File: config.mk
export PLATFORM = sky130hd
export DESIGN_NAME = hazard_unit_scoreboard_flat
export DESIGN_NICKNAME = d
export VERILOG_FILES = /design/src/rtl/hazard_unit_scoreboard_pkg.sv /design/src/rtl/hazard_unit_scoreboard_if.sv /design/src/rtl/hazard_unit_scoreboard_decode.sv /design/src/rtl/hazard_unit_scoreboard.sv /design/src/flat_wrapper.sv
export SDC_FILE = /design/constraint.sdc
export NUM_CORES = 1
export LEC_CHECK = 0
export ABC_AREA = 1
export BUFFER_PORTS_ARGS = -buffer_cell sky130_fd_sc_hd__buf_2
export CAP_MARGIN = 0
export CORE_MARGIN = 2
export CORE_UTILIZATION = 45
export DETAILED_ROUTE_END_ITERATION = 10
export GPL_TIMING_DRIVEN = 1
export HOLD_SLACK_MARGIN = 0.03
export PLACE_DENSITY = 0.69
export SYNTH_ARGS = -nofsm -noshare
export SYNTH_HDL_FRONTEND = slang
export SYNTH_SLANG_ARGS = --single-unit
File: constraint.sdc
create_clock -name clk -period 2.57 [get_ports clk]
set_clock_uncertainty 0.15 [all_clocks]
set_input_delay 0.6425 -clock clk [delete_from_list [all_inputs] [get_ports clk]]
set_output_delay 0.6425 -clock clk [all_outputs]
set_load 0.01 [all_outputs]
File: src/rtl/hazard_unit_scoreboard_pkg.sv
// Shared definitions for the hazard unit slice.
//   - opcode_e : RV32I major opcodes seen by the ID-stage hazard logic
//   - pipe_reg_action() : how a stage register combines freeze and bubble
package hazard_pkg;

    typedef enum logic [6:0] {
        OP_R      = 7'b0110011,
        OP_I      = 7'b0010011,
        OP_LOAD   = 7'b0000011,
        OP_STORE  = 7'b0100011,
        OP_BRANCH = 7'b1100011,
        OP_JAL    = 7'b1101111,
        OP_JALR   = 7'b1100111,
        OP_LUI    = 7'b0110111,
        OP_AUIPC  = 7'b0010111
    } opcode_e;

    typedef enum logic [1:0] {
        REG_LOAD,
        REG_BUBBLE,
        REG_HOLD
    } pipe_reg_act_e;

    // A frozen stage register must keep its contents even when a bubble is
    // also requested; otherwise a NOP would overwrite an instruction that is
    // still waiting on data memory.
    function automatic pipe_reg_act_e pipe_reg_action(input logic freeze,
                                                      input logic bubble);
        if (freeze)      return REG_HOLD;
        else if (bubble) return REG_BUBBLE;
        else             return REG_LOAD;
    endfunction

endpackage

File: src/rtl/hazard_unit_scoreboard_if.sv
// ID-stage / hazard-unit signal bundle.
//   master : pipeline side, drives the ID instruction fields, mem_busy and
//            ex_branch_taken; receives hold/kill controls and monitors.
//   slave  : hazard unit side.
interface hazard_unit_scoreboard_if #(
    parameter int NUM_REGS    = 32,
    parameter int REG_AW      = 5,
    parameter int STALL_CNT_W = 32
) ();
    logic                   id_valid;
    logic [6:0]             id_opcode;
    logic [REG_AW-1:0]      id_rs1;
    logic [REG_AW-1:0]      id_rs2;
    logic [REG_AW-1:0]      id_rd;
    logic                   mem_busy;
    logic                   ex_branch_taken;
    logic                   stall_pc;
    logic                   stall_ifid;
    logic                   bubble_idex;
    logic                   flush_ifid;
    logic                   freeze;
    logic [STALL_CNT_W-1:0] stall_count;
    logic [NUM_REGS-1:0]    pending_mask;

    modport master (
        output id_valid, id_opcode, id_rs1, id_rs2, id_rd, mem_busy, ex_branch_taken,
        input  stall_pc, stall_ifid, bubble_idex, flush_ifid, freeze, stall_count,
               pending_mask
    );

    modport slave (
        input  id_valid, id_opcode, id_rs1, id_rs2, id_rd, mem_busy, ex_branch_taken,
        output stall_pc, stall_ifid, bubble_idex, flush_ifid, freeze, stall_count,
               pending_mask
    );
endinterface

File: src/rtl/hazard_unit_scoreboard_decode.sv
// rv_operand_use_decode: combinational opcode decode of register usage.
//   opcode    in  7 : major opcode of the ID instruction
//   use_rs1   out 1 : instruction reads rs1
//   use_rs2   out 1 : instruction reads rs2
//   writes_rd out 1 : instruction writes rd (rd==0 filtering is done by caller)
module rv_operand_use_decode
    import hazard_pkg::*;
(
    input  logic [6:0] opcode,
    output logic       use_rs1,
    output logic       use_rs2,
    output logic       writes_rd
);
    always_comb begin
        use_rs1   = 1'b0;
        use_rs2   = 1'b0;
        writes_rd = 1'b0;
        case (opcode)
            OP_R: begin
                use_rs1   = 1'b1;
                use_rs2   = 1'b1;
                writes_rd = 1'b1;
            end
            OP_STORE, OP_BRANCH: begin
                use_rs1 = 1'b1;
                use_rs2 = 1'b1;
            end
            OP_I, OP_LOAD, OP_JALR: begin
                use_rs1   = 1'b1;
                writes_rd = 1'b1;
            end
            OP_JAL, OP_LUI, OP_AUIPC: begin
                writes_rd = 1'b1;
            end
            default: ;
        endcase
    end
endmodule

File: src/rtl/hazard_unit_scoreboard.sv
// hazard_unit_scoreboard: ID-stage owner of all pipeline hold/kill controls.
// A per-register countdown scoreboard stalls dependants of loads for exactly
// LOAD_LAT issue slots; mem_busy freezes everything; a taken branch kills ID.
//   clk, rst_n : clock, synchronous active-low reset
//   bus        : slave side of hazard_unit_scoreboard_if
//                in : id_valid, id_opcode, id_rs1, id_rs2, id_rd, mem_busy,
//                     ex_branch_taken
//                out: stall_pc, stall_ifid, bubble_idex, flush_ifid, freeze,
//                     stall_count (saturating), pending_mask (cnt[r] != 0)
module hazard_unit_scoreboard
    import hazard_pkg::*;
#(
    parameter int NUM_REGS    = 32,
    parameter int REG_AW      = 5,
    parameter int LOAD_LAT    = 1,
    parameter int CNT_W       = 3,
    parameter int STALL_CNT_W = 32
) (
    input  logic                      clk,
    input  logic                      rst_n,
    hazard_unit_scoreboard_if.slave   bus
);
    logic                   use_rs1;
    logic                   use_rs2;
    logic                   writes_rd;
    logic                   is_load;
    logic                   hazard;
    logic                   freeze_i;
    logic                   issue;
    logic                   stall_cnt_en;
    logic [NUM_REGS-1:0]    pend;
    logic [CNT_W-1:0]       cnt [NUM_REGS];
    logic [STALL_CNT_W-1:0] stall_cnt_q;

    rv_operand_use_decode u_decode (
        .opcode    (bus.id_opcode),
        .use_rs1   (use_rs1),
        .use_rs2   (use_rs2),
        .writes_rd (writes_rd)
    );

    // x0 is never tracked, so pend[0] stays 0 and rs==0 can never stall.
    always_comb begin
        pend = '0;
        for (int unsigned r = 1; r < NUM_REGS; r++) begin
            pend[r] = (cnt[r] != '0);
        end
    end

    always_comb begin
        is_load      = (bus.id_opcode == OP_LOAD);
        hazard       = bus.id_valid && ((use_rs1 && pend[bus.id_rs1]) ||
                                        (use_rs2 && pend[bus.id_rs2]));
        freeze_i     = rst_n && bus.mem_busy;
        issue        = bus.id_valid && !freeze_i && !bus.ex_branch_taken && !hazard;
        stall_cnt_en = freeze_i || (hazard && !bus.ex_branch_taken);
    end

    // Priority: mem_busy > ex_branch_taken > hazard; everything gated by reset.
    always_comb begin
        bus.freeze       = freeze_i;
        bus.stall_pc     = rst_n && (bus.mem_busy || (!bus.ex_branch_taken && hazard));
        bus.stall_ifid   = rst_n && (bus.mem_busy || (!bus.ex_branch_taken && hazard));
        bus.bubble_idex  = rst_n && !bus.mem_busy && (bus.ex_branch_taken || hazard);
        bus.flush_ifid   = rst_n && !bus.mem_busy && bus.ex_branch_taken;
        bus.pending_mask = rst_n ? pend : '0;
        bus.stall_count  = rst_n ? stall_cnt_q : '0;
    end

    // The rd overwrite is placed after the decrement loop so that it wins for
    // that counter; a younger non-load writer clears an older pending load.
    always_ff @(posedge clk) begin
        if (!rst_n) begin
            for (int unsigned r = 0; r < NUM_REGS; r++) begin
                cnt[r] <= '0;
            end
        end else if (!freeze_i) begin
            for (int unsigned r = 1; r < NUM_REGS; r++) begin
                if (cnt[r] != '0) cnt[r] <= cnt[r] - 1'b1;
            end
            if (issue && writes_rd && (bus.id_rd != '0)) begin
                cnt[bus.id_rd] <= is_load ? CNT_W'(LOAD_LAT) : '0;
            end
        end
    end

    always_ff @(posedge clk) begin
        if (!rst_n) begin
            stall_cnt_q <= '0;
        end else if (stall_cnt_en && (stall_cnt_q != '1)) begin
            stall_cnt_q <= stall_cnt_q + 1'b1;
        end
    end
endmodule
File: src/flat_wrapper.sv
// flat-port wrapper written by rule: the top's interface ports become plain ports
module hazard_unit_scoreboard_flat import hazard_pkg::*;
#(
    parameter int NUM_REGS    = 32,
    parameter int REG_AW      = 5,
    parameter int LOAD_LAT    = 1,
    parameter int CNT_W       = 3,
    parameter int STALL_CNT_W = 32
)
  (clk, rst_n, bus_id_valid, bus_id_opcode, bus_id_rs1, bus_id_rs2, bus_id_rd, bus_mem_busy, bus_ex_branch_taken, bus_stall_pc, bus_stall_ifid, bus_bubble_idex, bus_flush_ifid, bus_freeze, bus_stall_count, bus_pending_mask);
  hazard_unit_scoreboard_if #(.NUM_REGS(NUM_REGS), .REG_AW(REG_AW), .STALL_CNT_W(STALL_CNT_W)) bus_i ();
  input  logic clk;
  input  logic rst_n;
  input wire logic [$bits(bus_i.id_valid)-1:0] bus_id_valid;
  input wire logic [$bits(bus_i.id_opcode)-1:0] bus_id_opcode;
  input wire logic [$bits(bus_i.id_rs1)-1:0] bus_id_rs1;
  input wire logic [$bits(bus_i.id_rs2)-1:0] bus_id_rs2;
  input wire logic [$bits(bus_i.id_rd)-1:0] bus_id_rd;
  input wire logic [$bits(bus_i.mem_busy)-1:0] bus_mem_busy;
  input wire logic [$bits(bus_i.ex_branch_taken)-1:0] bus_ex_branch_taken;
  output wire logic [$bits(bus_i.stall_pc)-1:0] bus_stall_pc;
  output wire logic [$bits(bus_i.stall_ifid)-1:0] bus_stall_ifid;
  output wire logic [$bits(bus_i.bubble_idex)-1:0] bus_bubble_idex;
  output wire logic [$bits(bus_i.flush_ifid)-1:0] bus_flush_ifid;
  output wire logic [$bits(bus_i.freeze)-1:0] bus_freeze;
  output wire logic [$bits(bus_i.stall_count)-1:0] bus_stall_count;
  output wire logic [$bits(bus_i.pending_mask)-1:0] bus_pending_mask;
  assign bus_i.id_valid = bus_id_valid;
  assign bus_i.id_opcode = bus_id_opcode;
  assign bus_i.id_rs1 = bus_id_rs1;
  assign bus_i.id_rs2 = bus_id_rs2;
  assign bus_i.id_rd = bus_id_rd;
  assign bus_i.mem_busy = bus_mem_busy;
  assign bus_i.ex_branch_taken = bus_ex_branch_taken;
  assign bus_stall_pc = bus_i.stall_pc;
  assign bus_stall_ifid = bus_i.stall_ifid;
  assign bus_bubble_idex = bus_i.bubble_idex;
  assign bus_flush_ifid = bus_i.flush_ifid;
  assign bus_freeze = bus_i.freeze;
  assign bus_stall_count = bus_i.stall_count;
  assign bus_pending_mask = bus_i.pending_mask;
  hazard_unit_scoreboard #(.NUM_REGS(NUM_REGS), .REG_AW(REG_AW), .LOAD_LAT(LOAD_LAT), .CNT_W(CNT_W), .STALL_CNT_W(STALL_CNT_W)) u_core (.clk(clk), .rst_n(rst_n), .bus(bus_i));
endmodule
==> flow_summary_export.csv <==
group,metric,value,unit
outcome,status,"finished, violations left",
outcome,violations,"setup timing",
clock_tree,postCtsHoldBufs,0,
synthesis,synth_seq_cells,125,
critical_path,criticalPathCategory,"flop to primary output",
sta,rsz0062_at_grt,"true",
route,firstDrtPassIters,5,
route,via_per_inst,5.334,
placed_design,dp_slack,-0.3020,ns
critical_path,cp.required,1.78,ns
critical_path,cp_max_fo,3,
critical_path,timing.rr.start,"u_core.cnt[18][0]",
final_layout,syn_to_final_growth,49.38,%
final_layout,finalNonFillerCells,2035,
floorplanning,num_io_pins,96,
final_layout,drive_gt1_share,38.55,%
clock_tree,clock_sinks,125,
global_route,antenna_found_initial,0,
placed_design,dp.cells,1933,
placed_design,gp_congestion,0.9358,
sta,slew_violations,0,
hold_path,worstHoldStart,"u_core.stall_cnt_q[26]",
synthesis,ys_warn_count,0,
clock_tree,clk_pin_slew,0.06,ns
power,p_sw,4.149,mW
route,drc,0,
sta,layout_setup_ws,-0.4922,ns
sta,setup_viol,107,
power,p_int,6.420,mW
final_layout,nNetsFinal,1842,
power,p_seq_share,25.4,%
placed_design,hpwl,19.97,mm
global_route,grt_pass1_wl,48.49,mm
final_layout,final_cell_mix,"nand2_1 (233), inv_1 (208), buf_4 (176)",
clock_tree,cts_buffer_depth,2,
sta,period_minus_slack,3.062,ns
synthesis,synth_seq_area_share,29.86,%
route,vias,10850,
sta,finalHoldViolations,0,
clock_tree,clock_latency,0.43,ns
sta,fin_setup_tns,-10.72,ns
global_route,grt_start_max_net_pins,66,
clock_tree,h-tree-depth,4,
global_route,grt-ovfl-total,0,
sta,fin_crit_sh,119.2,%
clock_tree,root_buffer,"clkbuf_16",
route,drt-initial-drc-count,908,
power,p_comb_share,52.5,%
synthesis,synthDistinctLibCells,36,
power,power_density,751.1,mW/mm2
global_route,grt_pass1_vias,10130,
synthesis,syn_area_per_cell,6.466,um2
critical_path,worstPathArrival,2.27,ns
global_route,grt.total_usage,27.25,%
floorplanning,fp.coreArea,0.02036,mm2
power,swShare,39.26,%
sta,max_freq,326.6,MHz
floorplanning,rows,52,
final_layout,final.fill_count,1553,
run,maxCapViolations,0,
floorplanning,fp.dieH,148.7,um
synthesis,syn_nets,1547,
power,p_leak,6.565,nW
floorplanning,die_area,0.02211,mm2
route,drt-wirelength-per-cell,16.05,um
power,ir_drop,520.9,uV
placed_design,io_buffers,94,
synthesis,synth_area,0.009420,mm2
critical_path,crit_path_start,"u_core.cnt[18][0]",
floorplanning,initial_core_util,46.26,%
final_layout,layout_commonest_cell,"nand2_1",
clock_tree,cts_made_buffers,17,
critical_path,cp-end-kind,"primary output",
route,totalWireLength,32.66,mm
power,clkPwrFrac,22.1,%
clock_tree,cts_tree,"built",
synthesis,synthCells,1457,
route,antenna_left,0,
hold_path,hp-class,"flop to flop",
critical_path,startpoint_type,"flop",
floorplanning,die-width,148.7,um
==> cells in the mapped netlist <==
library cell	count	share of area [%]
a211oi_1	1	0.080
a211oi_2	1	0.13
a21oi_1	78	4.1
a21oi_4	1	0.17
buf_1	9	0.36
buf_2	6	0.32
buf_4	5	0.40
buf_6	12	1.4
clkbuf_1	24	0.96
clkinv_1	1	0.040
conb_1	1	0.040
dfxtp_1	94	20
edfxtp_1	31	9.9
ha_1	63	8.4
inv_1	266	11
inv_2	4	0.16
inv_4	1	0.066
nand2_1	351	14
nand2_2	2	0.13
nand2_4	1	0.12
nand3_1	141	7.5
nand3_2	21	2.2
nand4_1	5	0.33
nor2_1	133	5.3
nor2_4	1	0.12
nor3_1	69	3.7
nor4_1	6	0.40
nor4_2	1	0.13
nor4_4	1	0.23
o211ai_1	3	0.24
o21ai_0	41	2.2
o21ai_1	30	1.6
o31ai_1	13	1.0
or2_2	1	0.066
xnor2_1	5	0.46
xor2_1	34	3.2
==> worst max-delay path: stages, from the launching register on <==
cell	delay, ns
edfxtp_1	0.38
inv_2	0.06
ha_2	0.20
nand2_4	0.08
nand2_1	0.06
nand3_1	0.07
nand3_1	0.08
nand3_1	0.12
nand2_1	0.06
nand2_1	0.07
nand3_2	0.09
nand2_4	0.13
nand3_4	0.10
a21oi_4	0.19
buf_2	0.15
==> power by group through the flow <==
stage               Sequential [mW]  Clock [mW]  Combinational [mW]
floorplan                      2.63           0                2.26
global placement               2.66           0                3.66
detailed placement             2.67           0                3.75
CTS                            2.64        2.33                4.68
global route                   2.71        2.42                6.07
finish                         2.68        2.33                5.55
==> per-layer routing <==
metal | routed length, um | track usage (%)
met1 | 13300 | 32.98
met3 | 2089 | 5.123
met2 | 16100 | 47.48
met4 | 1177 | 11.38
met5 | 0 | 0
==> final timing paths <==
kind              cells past startpoint                     end  slack (ns)
setup / recovery                     14            bus_stall_pc       -0.49
hold / removal                        2  u_core.stall_cnt_q[26]        0.35
setup reg to reg                     18        u_core.cnt[2][0]       -0.17
hold reg to reg                       2  u_core.stall_cnt_q[26]        0.35
==> through the flow <==
stage                     utilization (%)  instance area, um2  hold slack [ns]  power (mW)
after floorplan                         -                9490           0.3155       4.886
after global placement              55.61               11320           0.3350       6.315
after detailed placement            55.61               11320           0.3450       6.416
after CTS                           65.24               13290           0.3539       9.654
after global routing                69.09               14070           0.3822       11.20
final                               69.10               14070           0.3517       10.57
==> sequential cells by signal, indices dropped and copies added, names as in the netlist <==
signal and count:
u_core.stall_cnt_q 32, u_core.cnt 93
==> timing repair <==
item                       CTS  global route
cloned                       3             0
pin swaps                   60            48
setup endpoints to repair   78           129
buffers inserted            42            30
resized for setup          267           182
==> cell families after synthesis <==
group,Yosys count,share of synthesized area [%]
compound gates,168,9.576
xor+xnor,39,3.626
fa+ha+maj,63,8.368
buf+inv,328,14.33
flops,125,29.86
other cells,1,0.03981
simple gates,733,34.20
==> cell type report <==
type                       instances  area, um2  share of cell area (%)
tap                              270      337.8                   2.401
clock inverter                     6      33.78                  0.2401
clock buffer                      25      516.7                   3.672
multi-input combinational       1004       6689                   47.53
inverter                         272       1033                   7.344
sequential                       125       2818                   20.02
antenna                            1      2.502                 0.01778
timing repair buffer             332       2641                   18.77
Note: power is estimated with default switching activity, not from simulation.
